### src/rtl/param_deser.sv
// rtl/param_deser.sv - serial-to-parallel word deserializer with valid/ready output slot (optional PARAM_DESER_PARITY_EN)
module param_deser #(
    parameter int F = 7,
    parameter int K = 0
) (
    input  logic         clk,
    input  logic         rstn,
    input  logic         d,
    input  logic         d_valid,
    input  logic         sof,
    output logic [F:K]   q,
    output logic         q_valid,
    input  logic         q_ready,
    output logic         overrun,
    input  logic         ovr_clr,
    output logic         q_perr
);

    localparam int W = F - K + 1;
`ifdef PARAM_DESER_PARITY_EN
    localparam int L = W + 1;
`else
    localparam int L = W;
`endif
    localparam int CW = (L > 1) ? $clog2(L) : 1;
    localparam logic [CW-1:0] LAST = CW'(L - 1);

    typedef enum logic {
        IDLE  = 1'b0,
        SHIFT = 1'b1
    } state_t;

    state_t        state_q, state_d;
    logic [CW-1:0] cnt_q, cnt_d;
    logic [W-1:0]  sh_q, sh_d;
    logic [W-1:0]  q_q, q_d;
    logic          q_valid_q, q_valid_d;
    logic          overrun_q, overrun_d;
    logic          q_perr_q, q_perr_d;

    logic          done;
    logic          can_load;
    logic          perr;
    logic [W-1:0]  word;
    logic [CW-1:0] pos;

    // Input side: place each accepted bit at its position; sof restarts the word at bit 0
    always_comb begin
        state_d = state_q;
        cnt_d   = cnt_q;
        sh_d    = sh_q;
        done    = 1'b0;
        perr    = 1'b0;
        word    = sh_q;
        pos     = cnt_q;
        if (d_valid) begin
            if (sof || state_q == IDLE) begin
                pos  = '0;
                word = '0;
            end
            for (int i = 0; i < W; i++) begin
                if (CW'(i) == pos) begin
                    word[i] = d;
                end
            end
            if (pos == LAST) begin
                done    = 1'b1;
                cnt_d   = '0;
                sh_d    = '0;
                state_d = IDLE;
`ifdef PARAM_DESER_PARITY_EN
                // The trailing bit is parity only; odd parity over data plus parity bit
                perr    = ~(^word ^ d);
`endif
            end else begin
                cnt_d   = pos + CW'(1);
                sh_d    = word;
                state_d = SHIFT;
            end
        end
    end

    // Output slot: load when empty or being drained this cycle, otherwise drop and flag
    always_comb begin
        can_load  = !q_valid_q || q_ready;
        q_d       = q_q;
        q_valid_d = q_valid_q;
        q_perr_d  = q_perr_q;
        overrun_d = overrun_q;
        if (done && can_load) begin
            q_d       = word;
            q_valid_d = 1'b1;
            q_perr_d  = perr;
        end else if (q_valid_q && q_ready) begin
            q_valid_d = 1'b0;
        end
        if (done && !can_load) begin
            overrun_d = 1'b1;
        end else if (ovr_clr) begin
            overrun_d = 1'b0;
        end
    end

    // Assembly state registers
    always_ff @(posedge clk) begin
        if (!rstn) begin
            state_q <= IDLE;
            cnt_q   <= '0;
            sh_q    <= '0;
        end else begin
            state_q <= state_d;
            cnt_q   <= cnt_d;
            sh_q    <= sh_d;
        end
    end

    // Output slot and sticky overrun registers
    always_ff @(posedge clk) begin
        if (!rstn) begin
            q_q       <= '0;
            q_valid_q <= 1'b0;
            q_perr_q  <= 1'b0;
            overrun_q <= 1'b0;
        end else begin
            q_q       <= q_d;
            q_valid_q <= q_valid_d;
            q_perr_q  <= q_perr_d;
            overrun_q <= overrun_d;
        end
    end

    assign q       = q_q;
    assign q_valid = q_valid_q;
    assign q_perr  = q_perr_q;
    assign overrun = overrun_q;

endmodule

### config.mk
export PLATFORM = sky130hd
export DESIGN_NAME = param_deser
export DESIGN_NICKNAME = d
export VERILOG_FILES = /design/src/rtl/param_deser.sv
export SDC_FILE = /design/constraint.sdc
export NUM_CORES = 1
export LEC_CHECK = 0
export ABC_AREA = 1
export CORE_MARGIN = 4
export CORE_UTILIZATION = 55
export DETAILED_ROUTE_END_ITERATION = 16
export PLACE_DENSITY = 0.85
export SETUP_SLACK_MARGIN = 0.05
export SKIP_CTS_REPAIR_TIMING = 1
export SLEW_MARGIN = 5
export SYNTH_ARGS = -nofsm -noshare
export SYNTH_HDL_FRONTEND = slang
export SYNTH_SLANG_ARGS = --single-unit
export TNS_END_PERCENT = 20
### constraint.sdc
create_clock -name clk -period 4.5 [get_ports clk]
set_input_delay 0.45 -clock clk [delete_from_list [all_inputs] [get_ports clk]]
set_output_delay 0.45 -clock clk [all_outputs]
set_load 0.05 [all_outputs]
==> results.cfg <==
[status]
status = finished clean

[setup_path]
cp_cell_sequence = clkdlybuf4s50_1, inv_1, nand3_1, nor2_1, ha_1, nand2_1, nor2_2, o21ai_0, a21o_1, inv_1
crit_path_end_kind = flop
cp_slowest_cell = clkdlybuf4s50_1
cp_top_family = simple AND/OR/NAND/NOR gates
worst_path_most_repeated_cell = inv_1
path_max_fanout = 16
cp-start-kind = input pin
cp.required_ns = 4.76
slowest_delay_ns = 0.46
critPathBufInv = 3
arrival_ns = 2.46
r2r_slack_ns = 2.55
crit_type = in -> reg

[route]
drt-total-wl_um = 2250
viasPerCell = 5.229
drc = 0
dr.first_iter.drc_count = 26
dr.pass1.iters = 4
antenna_left = 0
avgRoutedWirePerCell_um = 11.72
vias = 1004

[layout]
finish.cell_count_without_fillers = 192
num-nets-final = 178
fin_util_pct = 69.65
layout-drive-gt1-share_pct = 7.784
diodes = 0
area_growth_syn_to_layout_pct = 17.04

[global_route]
grt_first_pass_wirelength_um = 3953
track_usage_pct = 19.14
antenna_found_initial = 0
grt_max_degree = 17
grt_overflow = 0
grt_pass1_vias = 968

[placed_design]
gp_congestion = 0.9113
port_buffers = 16
dp_hpwl_um = 1664
dp_cells = 188

[synth]
syn_nets = 162
synthesis.area_sq_um = 1050
synthTopCellsByArea = dfxtp_1 (40%), nand2_1 (15%), nand3_1 (6.7%)
synth-seq-cells = 21
synthCells = 152
synth_cell_types = 22
synth_top_area_cell = dfxtp_1
synth_seq_area_share_pct = 40.05
synth_top_area_share_pct = 40.05
yosys_warnings = 0
syn_area_per_cell_sq_um = 6.906

[floorplanning]
io_pins = 18
die_w_um = 51.69
initial_core_util_pct = 59.50
fp.dieH_um = 51.69
core_sq_um = 1764
design.die.area_sq_um = 2672
rows = 15

[clock_tree]
clk_latency_ns = 0.31
htreeDepth = 1
cts_tree = done
clock-sinks = 21
cts-buffers-inserted = 3
cts_root_buf = clkbuf_4
clk_pin_slew_worst_paths_ns = 0.12
clk_path_buf_depth = 2

[job]
maxCapViolCount = 0

[pwr]
total_power_mw = 0.3155
peakVddDrop_v = 0.0002426
power_per_cell_area_nw_per_um2 = 256.8
cellLeakagePower_nw = 0.5319

[sta]
finClkSkew_ns = 0.008355
hold_viol_final = 0
timing.final.crit_share_pct = 48.98
period_minus_slack_ns = 2.204
finalSetupTns_ns = 0
grt_setup_unrepaired = false
slew_headroom_pct = 62.80
setup_viol = 0
slew_violations = 0
worst_pin_slew_ns = 0.5574
fmax_ghz = 0.4537

[hold_path]
min_path_type = reg -> reg
==> layout make-up <==
type	instances	area, sq um
Fill cell	168	535.5
Multi-Input combinational cell	107	518.0
Sequential cell	21	420.4
Timing Repair Buffer	16	160.2
Inverter	19	71.32
Tap cell	25	31.28
Clock buffer	3	22.52
Clock inverter	1	5.005
==> worst paths after layout <==
| kind | startpoint | depth (start not counted) | to |
|---|---|---|---|
| worst max-delay path | sof | 10 | q[4] |
| worst max register to register | cnt_q[2] | 8 | q[4] |
| worst min-delay path | overrun | 2 | overrun |
| worst min register to register | overrun | 2 | overrun |
==> where the power goes <==
part,leakage (nW),total (mW),internal (mW),switching [mW]
Sequential,0.170,0.193,0.189,0.00400
Combinational,0.344,0.0302,0.0100,0.0202
Clock,0.0177,0.0921,0.0332,0.0590
Total,0.532,0.316,0.232,0.0832
==> cells in the mapped netlist <==
library cell / count
o21ai_0: 5
conb_1: 1
ha_1: 3
nand2_1: 42
nand2_2: 1
a21oi_1: 12
o21ai_1: 2
nor2_1: 14
dfxtp_1: 21
nand4_1: 4
nor2_4: 1
buf_4: 1
o21ai_2: 1
nand3_1: 14
inv_1: 17
a211oi_1: 1
a21o_1: 2
nor2_2: 3
buf_6: 2
buf_2: 2
a21oi_2: 1
inv_2: 2
==> stage by stage <==
step / setup WS, ns / hold WS (ns) / area [sq um]
2_1_floorplan: 2.861 / 0.4445 / 1050
3_3_place_gp: 2.084 / 0.4517 / 1201
3_5_place_dp: 1.969 / 0.4537 / 1201
4_1_cts: 2.294 / 0.4723 / 1229
5_1_grt: 2.031 / 0.5032 / 1229
6_report: 2.296 / 0.4700 / 1229
==> metal layers <==
metal / share of wire (%) / routed length (um) / track usage [%]
met3: 6.1 / 138 / 3.725
met1: 43 / 968 / 23.05
met2: 50 / 1124 / 32.42
met5: 0 / 0 / 0
met4: 0.80 / 18 / 9.170
==> logic make-up after synthesis <==
kind of cell    synth area share [%]
fa+ha+maj                      3.576
simple gates                   32.54
buf+inv                        10.61
compound gates                 12.87
flops                          40.05
other cells                   0.3572
==> worst min-delay path, delay by kind of cell, from the launching register on <==
kind / cells / cell delay, ns
simple gates: 1 / 0.06
flops: 1 / 0.33
compound gates: 1 / 0.05
==> placed cells by master (no fill, tap or decap), types with 4 or more instances in the layout <==
cell type and instances:
nand4_1 4, nand2_1 42, o21ai_0 5, nand3_1 14, inv_1 17, a21oi_1 12
dfxtp_1 21, nor2_1 14, clkdlybuf4s50_1 16
==> flip-flops by register name (all words and copies together) (netlist names) <==
| register | count |
|---|---|
| q | 8 |
| overrun | 1 |
| cnt_q | 3 |
| sh_q | 7 |
| state_q | 1 |
| q_valid | 1 |
Power figures use the tool's default switching activity.
